**src/rtl/memory_bank.sv**
```systemverilog
// rtl/memory_bank.sv - DEPTH x WIDTH scratch bank with registered read port and bulk-clear sequencer.
// Optional macro READ_BYPASS_EN: same-address store+read returns the new data (write-first).
module memory_bank #(
  parameter int WIDTH  = 8,
  parameter int DEPTH  = 4,
  parameter int ADDR_W = 2
) (
  input  logic              clk,
  input  logic              reset,
  input  logic [WIDTH-1:0]  data,
  input  logic              store,
  input  logic [ADDR_W-1:0] addr,
  input  logic              rd_en,
  input  logic [ADDR_W-1:0] raddr,
  input  logic              clear,
  output logic [WIDTH-1:0]  q,
  output logic              q_valid,
  output logic              busy
);

  typedef enum logic {IDLE, CLEAR} state_t;

  localparam logic [ADDR_W-1:0] LAST = ADDR_W'(DEPTH - 1);
`ifdef READ_BYPASS_EN
  localparam bit BYPASS = 1'b1;
`else
  localparam bit BYPASS = 1'b0;
`endif

  logic [WIDTH-1:0]  mem [DEPTH];
  logic [ADDR_W-1:0] ptr;
  state_t            state;

  always_ff @(posedge clk or posedge reset) begin
    if (reset) begin
      for (int i = 0; i < DEPTH; i++) mem[i] <= '0;
      q       <= '0;
      q_valid <= 1'b0;
      busy    <= 1'b0;
      ptr     <= '0;
      state   <= IDLE;
    end else begin
      case (state)
        IDLE: begin
          if (clear) begin
            // clear takes priority: any store/read in this cycle is dropped
            state   <= CLEAR;
            ptr     <= '0;
            busy    <= 1'b1;
            q_valid <= 1'b0;
          end else begin
            if (store) mem[addr] <= data;
            q_valid <= rd_en;
            if (rd_en) begin
              if (BYPASS && store && (addr == raddr)) q <= data;
              else                                    q <= mem[raddr];
            end
          end
        end
        CLEAR: begin
          mem[ptr] <= '0;
          q_valid  <= 1'b0;
          // the sweep ends on the last entry, so ptr never wraps
          if (ptr == LAST) begin
            state <= IDLE;
            busy  <= 1'b0;
          end else begin
            ptr <= ptr + 1'b1;
          end
        end
        default: state <= IDLE;
      endcase
    end
  end

endmodule

```
**config.mk**
```make
export PLATFORM = sky130hd
export DESIGN_NAME = memory_bank
export DESIGN_NICKNAME = d
export VERILOG_FILES = /design/src/rtl/memory_bank.sv
export SDC_FILE = /design/constraint.sdc
export NUM_CORES = 1
export LEC_CHECK = 0
export CAP_MARGIN = 30
export CORE_MARGIN = 2
export CORE_UTILIZATION = 35
export CTS_CLUSTER_DIAMETER = 60
export DETAILED_ROUTE_END_ITERATION = 7
export GPL_TIMING_DRIVEN = 0
export PLACE_DENSITY = 0.61
export SLEW_MARGIN = 20
export SYNTH_ARGS = -nofsm -noshare
export SYNTH_HDL_FRONTEND = slang
export SYNTH_SLANG_ARGS = --single-unit
```
**constraint.sdc**
```tcl
create_clock -name clk -period 1.6 [get_ports clk]
set_clock_uncertainty 0.15 [all_clocks]
set_input_delay 0.48 -clock clk [delete_from_list [all_inputs] [get_ports clk]]
set_output_delay 0.48 -clock clk [all_outputs]
set_load 0.03 [all_outputs]
```
==> metrics.md, run 1 <==
| Metric | Value |
|---|---|
| Status | complete, but fails checks |
| Failing checks | negative setup slack |
| Clock power share | 0.198 |
| Hold_buf cts | 0 |
| Final Hold Viols | 0 |
| Die height | 82.2 µm |
| Clk root buf | clkbuf_8 |
| Final period utilization | 1.01 |
| Dpl cell area | 2520 µm² |
| Max VDD drop | 0.459 mV |
| DR top layer | met4 |
| Antenna Cells | 0 |
| Die span in x | 82.2 µm |
| Clock sink count | 45 |
| DRT Pass-1 Iters | 5 |
| Dpl ws | -0.655 ns |
| Total design power | approximately 3.4 mW |
| Die area | 6760 µm² |
| First-pass GRT wire length | 7.61 mm |
| Buf/Inv on CP | 3 |
| Reg-to-reg endpoint | mem[17] |
| RSZ-0062 raised after global routing | yes |
| Critical path arrival | 1.69 ns |
| Synth Instances | 178 |
| Worst slew pin tran | 0.392 ns |
| Slowest CP cell | nor4bb_4 |
| WHS Path Cells | 3 |
| Sequential share of power | 0.469 |
| Total gr overflow | 0 |
| TritonCTS Buffers | 5 |
| P_sw | 1.24 mW |
| Multi-input gate area | between 900 and 1000 µm² |
| Setup WS post-layout | -0.0222 ns |
| Critical-path cell list | clkdlybuf4s15_1 -> nor4bb_4 -> buf_6 -> and2b_1 -> buf_6 -> mux2i_1 |
| Placed cell count | ~280 |
| Final Wtd Congestion | 0.731 |
| DRC violations left | 0 |
| Hold crit path type | in -> reg |
| Clock tree buffer depth | 2 |
| Via count | 1423 |
| Util after Layout | 0.443 |
| Total track usage | 0.153 |
| Max Cap Viol | 0 |
| Non-filler cells, final | 290 |
| WL met3 | ~270 µm |
| WS Path Type | in -> reg |
| Detailed Route WL | ~4.6 mm |
| Area of the mapped netlist | 2140 µm² |
| Post-synth top area share | 0.526 |
| Final number of setup-violating endpoints | 7 |
| Fillers | a little under 600 |
| Worst reg2reg setup slack | 0 ns |
| Clock transition at the registers of the reported paths | 0.09 ns |
| Metal1 wirelength | roughly 2.1 mm |
| CP required | around 1.7 ns |
| Most used flip-flop cell after synthesis | dfrtp_1 |
| DP HPWL | 3.11 mm |
| Worst Setup EP | mem[17] |
| Worst slew margin | 0.738 |
| Stages on worst setup path | 6 |
| Top achievable clock speed | 616 MHz |
| Top-count cell post-synth | dfrtp_1 |
| Share of cells above drive strength 1 | 0.260 |
| Crit start category | input pin |
| PwrDens | between 1000 and 1500 nW/µm² |
| Clk_lat worst skew | slightly below 0.3 ns |
| PortBufs | 24 |
| Post-synth EDFFs | 0 |
| Logic pwr share | 0.332 |
| CP top delay family | buffers and inverters |
| Initial Util | 0.362 |
| CORE AREA | 5920 µm² |
| Critical Path Start | store |
| Final instance area | 2620 µm² |
| TritonCTS clock tree | yes |
| Setup TNS | -0.0872 ns |
| Sw Ratio | 0.364 |
| Area growth, synth to finish | 22.4% |
| WHS | between 0.3 and 0.4 ns |
| Reg area | 1130 µm² |
| Post-DRT Antenna Nets | 0 |
| Internal Power | roughly 2.2 mW |
| Final #Nets | 236 |
| Initial antenna violation count | 0 |
| DR iter-0 viols | 59 |
| WL/cell | 15.9 µm |
| Yosys reg bits | 45 |
| CP Capture Type | flop |
| Max FO, Critical Path | 8 |
| Most frequent CP cell | buf_6 |
| Post-DR vias/cell | 4.91 |
| Largest net degree at the start of global routing | 33 |
| Standard-cell rows | 28 |
| Area contributors post-synth | dfrtp_1, mux2i_1, mux4_2 |
| Max incr delay on CP | 0.32 ns |
| Synthesized net count | 200 |
| I/O pin cnt | 27 |
| Htree depth | 2 |
| Number of library cell types mapped by synthesis | 24 |
| FF-to-FF path depth | 5 |
| RR Startpoint | state |
| Sequential share of the synthesized area | 0.526 |
| Synthesis Warnings | 0 |
| Met2 Routed Length | 2.19 mm |
| Tmin final | 1.62 ns |
| Top post-synthesis cells by count | dfrtp_1, nand2_1, mux2i_1, inv_1, o21ai_0 |
| Slew Limit Fails | 0 |
| Leak | 1.28 nW |
| Mean post-synth cell area | 12.0 µm² |
| Synth area leader | dfrtp_1 |
| Asr flop ratio synth | 1.00 |
| Number of global-route vias before repair | about 1500 |
==> final cells by class <==
cell class,instances,area share
plain buffers,8,0.0382
multi-input cells,111,0.349
well taps,75,0.0358
flip-flops and latches,45,0.430
inverters,13,0.0200
clock buffers,6,0.0277
clock inverters,2,0.00382
repair buffers,30,0.0955
==> worst min-delay path by stage <==
stage | startpoint | to
final | clear | busy
after detailed placement | q[0] | q[0]
after global routing | clear | busy
after floorplan | reset | busy
after CTS | reset | q[7]
after global placement | q[5] | q[5]
==> flip-flops by register name, indices dropped and copies added (netlist names) <==
signal   flops
mem         32
state        1
ptr          2
q_valid      1
busy         1
q            8
==> what timing repair did <==
item | in CTS | in global routing
buffers inserted | 3 | 2
gates resized for setup | 38 | 31
pin swaps | 1 | 2
gates cloned | 0 | 0
setup endpoints to repair | 51 | 49
hold endpoints to repair | 0 | 0
==> worst min-delay path: cells and delay by family <==
| kind | cells | cell delay, ns |
|---|---|---|
| buf+inv | 2 | 0.19 |
| compound gates | 1 | 0.06 |
==> layout by cell type (no fill, tap or decap) <==
master / n
clkdlybuf4s15_1: 1
clkinvlp_4: 1
nand3b_1: 1
clkdlybuf4s50_1: 10
clkbuf_8: 6
buf_6: 3
buf_2: 9
a22o_1: 1
nor4bb_4: 1
buf_4: 6
and2b_1: 1
nor2_4: 1
and4bb_2: 1
clkinv_2: 2
nand4b_1: 1
clkdlybuf4s15_2: 1
mux2i_1: 24
dfrtp_2: 1
a21oi_1: 1
dlygate4sd2_1: 1
dfrtp_1: 44
clkbuf_2: 1
ha_1: 5
buf_12: 1
buf_8: 3
nand3_1: 8
and2_1: 1
xnor2_1: 1
clkbuf_1: 1
nand2_2: 3
dlymetal6s2s_1: 1
nand2_1: 35
inv_1: 12
mux4_2: 8
mux2_2: 8
o21ai_0: 10
==> layer usage <==
layer / up-vias / GRT usage
met5: - / 0
met3: 5 / 0.0261
met4: 0 / 0.0617
met1: 702 / 0.211
met2: 43 / 0.239
li1: 673 / -
==> cell families after synthesis <==
kind of cell | count (synthesis) | share of synthesized area
adders and majority gates | 5 | 0.0292
xor gates and xnor gates | 1 | 0.00409
muxes | 40 | 0.238
and+or+nand+nor | 53 | 0.120
buffers and inverters | 22 | 0.0532
AOI/OAI and AO/OA | 12 | 0.0298
DFF | 45 | 0.526
==> power by group through the flow <==
stage / Combinational (mW) / Sequential [mW] / Clock (mW)
floorplan: 0.598 / 1.78 / 0
global placement: 1.20 / 1.60 / 0
detailed placement: 1.24 / 1.61 / 0
CTS: 1.23 / 1.59 / 0.700
global route: 1.25 / 1.65 / 0.743
finish: 1.14 / 1.60 / 0.678
Power figures use the tool's default switching activity.
==> run 2, diff against run 1 <==
--- a/config.mk
+++ b/config.mk
@@ -5,13 +5,14 @@
 export SDC_FILE = /design/constraint.sdc
 export NUM_CORES = 1
 export LEC_CHECK = 0
-export CAP_MARGIN = 30
+export CAP_MARGIN = 20
 export CORE_MARGIN = 2
 export CORE_UTILIZATION = 35
 export CTS_CLUSTER_DIAMETER = 60
 export DETAILED_ROUTE_END_ITERATION = 7
 export GPL_TIMING_DRIVEN = 0
-export PLACE_DENSITY = 0.61
+export PLACE_DENSITY = 0.59
+export SKIP_CTS_REPAIR_TIMING = 1
 export SLEW_MARGIN = 20
 export SYNTH_ARGS = -nofsm -noshare
 export SYNTH_HDL_FRONTEND = slang
==> constraint.sdc (replaced) <==
create_clock -name clk -period 1.95 [get_ports clk]
set_clock_uncertainty 0.15 [all_clocks]
set_input_delay 0.585 -clock clk [delete_from_list [all_inputs] [get_ports clk]]
set_output_delay 0.585 -clock clk [all_outputs]
set_load 0.03 [all_outputs]
==> run 2 against run 1 <==
The run now ends clean. Via count fell by 2.3%. Worst setup slack improved by 0.12 ns. Register-to-register slack improved by 0.29 ns. Global-route usage barely moved. Power fell by 16%. Count of clock-buffer cells in the layout did not move. Critical path type unchanged. Clock power fell by 17%. First-iteration DRC count rose by 41%. Core utilization rose by 0.32 points.
==> metrics.md, run 2 (synthesized netlist as in run 1, its figures left out) <==
| Metric | Value |
|---|---|
| Die area | 6760 µm² |
| Worst reg2reg setup slack | just under 0.3 ns |
| Crit start category | input pin |
| Clk root buf | clkbuf_8 |
| Clk_lat worst skew | around 0.30 ns |
| Final period utilization | 0.951 |
| Slew Limit Fails | 0 |
| Reg-to-reg endpoint | mem[19] |
| Worst slew pin tran | around 0.41 ns |
| RR Startpoint | state |
| Regs by FF count | mem (32), q (8), ptr (2) |
| Hold crit path type | reg -> reg |
| Top achievable clock speed | 539 MHz |
| DR iter-0 viols | 83 |
| Antenna Cells | 0 |
| Largest net degree at the start of global routing | 33 |
| Final Wtd Congestion | 0.712 |
| Initial antenna violation count | 0 |
| Total gr overflow | 0 |
| PortBufs | 24 |
| CORE AREA | around 5900 µm² |
| Commonest non-fill, non-tap cell in the layout | dfrtp_1 |
| Clock transition at the registers of the reported paths | roughly 0.08 ns |
| Final #Nets | 235 |
| Hold endpoint | q[2] |
| Via count | 1390 |
| WL/cell | 15.9 µm |
| CP required | 2.03 ns |
| Register name with the most flops | mem |
| First-pass GRT wire length | 7.29 mm |
| CP Capture Type | flop |
| Standard-cell rows | 28 |
| Total track usage | 0.153 |
| FF-to-FF path depth | 6 |
| Htree depth | 2 |
| DRT Pass-1 Iters | 4 |
| DRC violations left | 0 |
| Fillers | 575 |
| TritonCTS Buffers | 5 |
| Post-DRT Antenna Nets | 0 |
| Status | complete, no violations |
| Clock tree buffer depth | 2 |
| Share of cells above drive strength 1 | 0.192 |
| Final number of setup-violating endpoints | 0 |
| Critical path arrival | 1.94 ns |
| Area growth, synth to finish | 23.2% |
| Hold path start | q[2] |
| Detailed Route WL | 4.61 mm |
| WS Path Type | in -> reg |
| Tmin final | 1.86 ns |
| I/O pin cnt | 27 |
| WHS Path Cells | 1 |
| Max VDD drop | between 0.3 and 0.4 mV |
| Largest register FFs | 32 |
| Setup TNS | 0 ns |
| TritonCTS clock tree | yes |
| Leak | 1.43 nW |
| Most frequent cells in the layout | dfrtp_1, nand2_1, mux2i_1 |
| Die height | 82.2 µm |
| Max FO, Critical Path | 8 |
| DP HPWL | 3.12 mm |
| Initial Util | 0.362 |
| Number of global-route vias before repair | about 1400 |
| Final Hold Viols | 0 |
| Worst slew margin | 0.727 |
| Clock sink count | 45 |
| Post-DR vias/cell | 4.81 |
| Max Cap Viol | 0 |
| PwrDens | 1080 nW/µm² |
| Die span in x | about 82 µm |
| Total design power | 2.86 mW |
## run 2: cell types whose count changed in the layout (fill, tap and decap cells not counted), moves of 2 or more
cell             before  now
dlymetal6s2s_1        1   12
nand2_2               3    1
clkdlybuf4s50_1      10   12
buf_2                 9    4
nand2_1              35   37
buf_4                 6    4
buf_8                 3    0
## run 2: how the worst max path moves through the flow
stage	start	end	slack, ns	cells past startpoint
after floorplan	raddr[0]	q[3]	0.13	3
after global placement	reset	mem[17]	-0.84	2
after detailed placement	clear	mem[29]	-0.42	5
after CTS	busy	busy	-0.14	1
after global routing	addr[0]	mem[18]	-0.002	6
final	addr[0]	mem[19]	0.09	6
## run 2: report_power, final
| part | internal [mW] | switching (mW) | total [mW] |
|---|---|---|---|
| sequential | 1.17 | 0.134 | 1.30 |
| clock | 0.249 | 0.315 | 0.563 |
| combinational | 0.425 | 0.574 | 0.999 |
| total | 1.84 | 1.02 | 2.86 |
## run 2: through the flow
| step | area [µm²] | setup slack, ns | hold slack [ns] | util | instances |
|---|---|---|---|---|---|
| floorplan | 2140 | 0.127 | 0.346 | - | 178 |
| global placement | 2480 | -0.842 | 0.338 | 0.418 | 277 |
| detailed placement | 2500 | -0.422 | 0.343 | 0.422 | 278 |
| CTS | 2580 | -0.139 | 0.363 | 0.436 | 286 |
| global route | 2640 | -0.00233 | 0.370 | 0.446 | 289 |
| finish | 2640 | 0.0948 | 0.354 | 0.446 | 289 |
## run 2: metal layers
metal / track usage / wire [µm] / up-vias
met5: 0 / 0 / -
met4: 0.0617 / 99 / 0
met3: 0.0380 / 228 / 8
met2: 0.236 / 2100 / 33
met1: 0.205 / 2180 / 681
li1: - / - / 668
## run 2: cell type report
type | count | area (µm²) | area share
clock inverters | 2 | 10.0 | 0.00379
multi-input cells | 111 | 910 | 0.345
well taps | 75 | 93.8 | 0.0355
repair buffers | 28 | 313 | 0.118
plain buffers | 9 | 66.3 | 0.0251
inverters | 13 | 48.8 | 0.0185
clock buffers | 6 | 72.6 | 0.0275
flip-flops and latches | 45 | 1130 | 0.427
## run 2: critical path: stages
cell and delay [ns]:
clkdlybuf4s50_1 0.49, nor4bb_4 0.21, buf_6 0.14, and2b_1 0.13, buf_6 0.17, mux2i_1 0.20
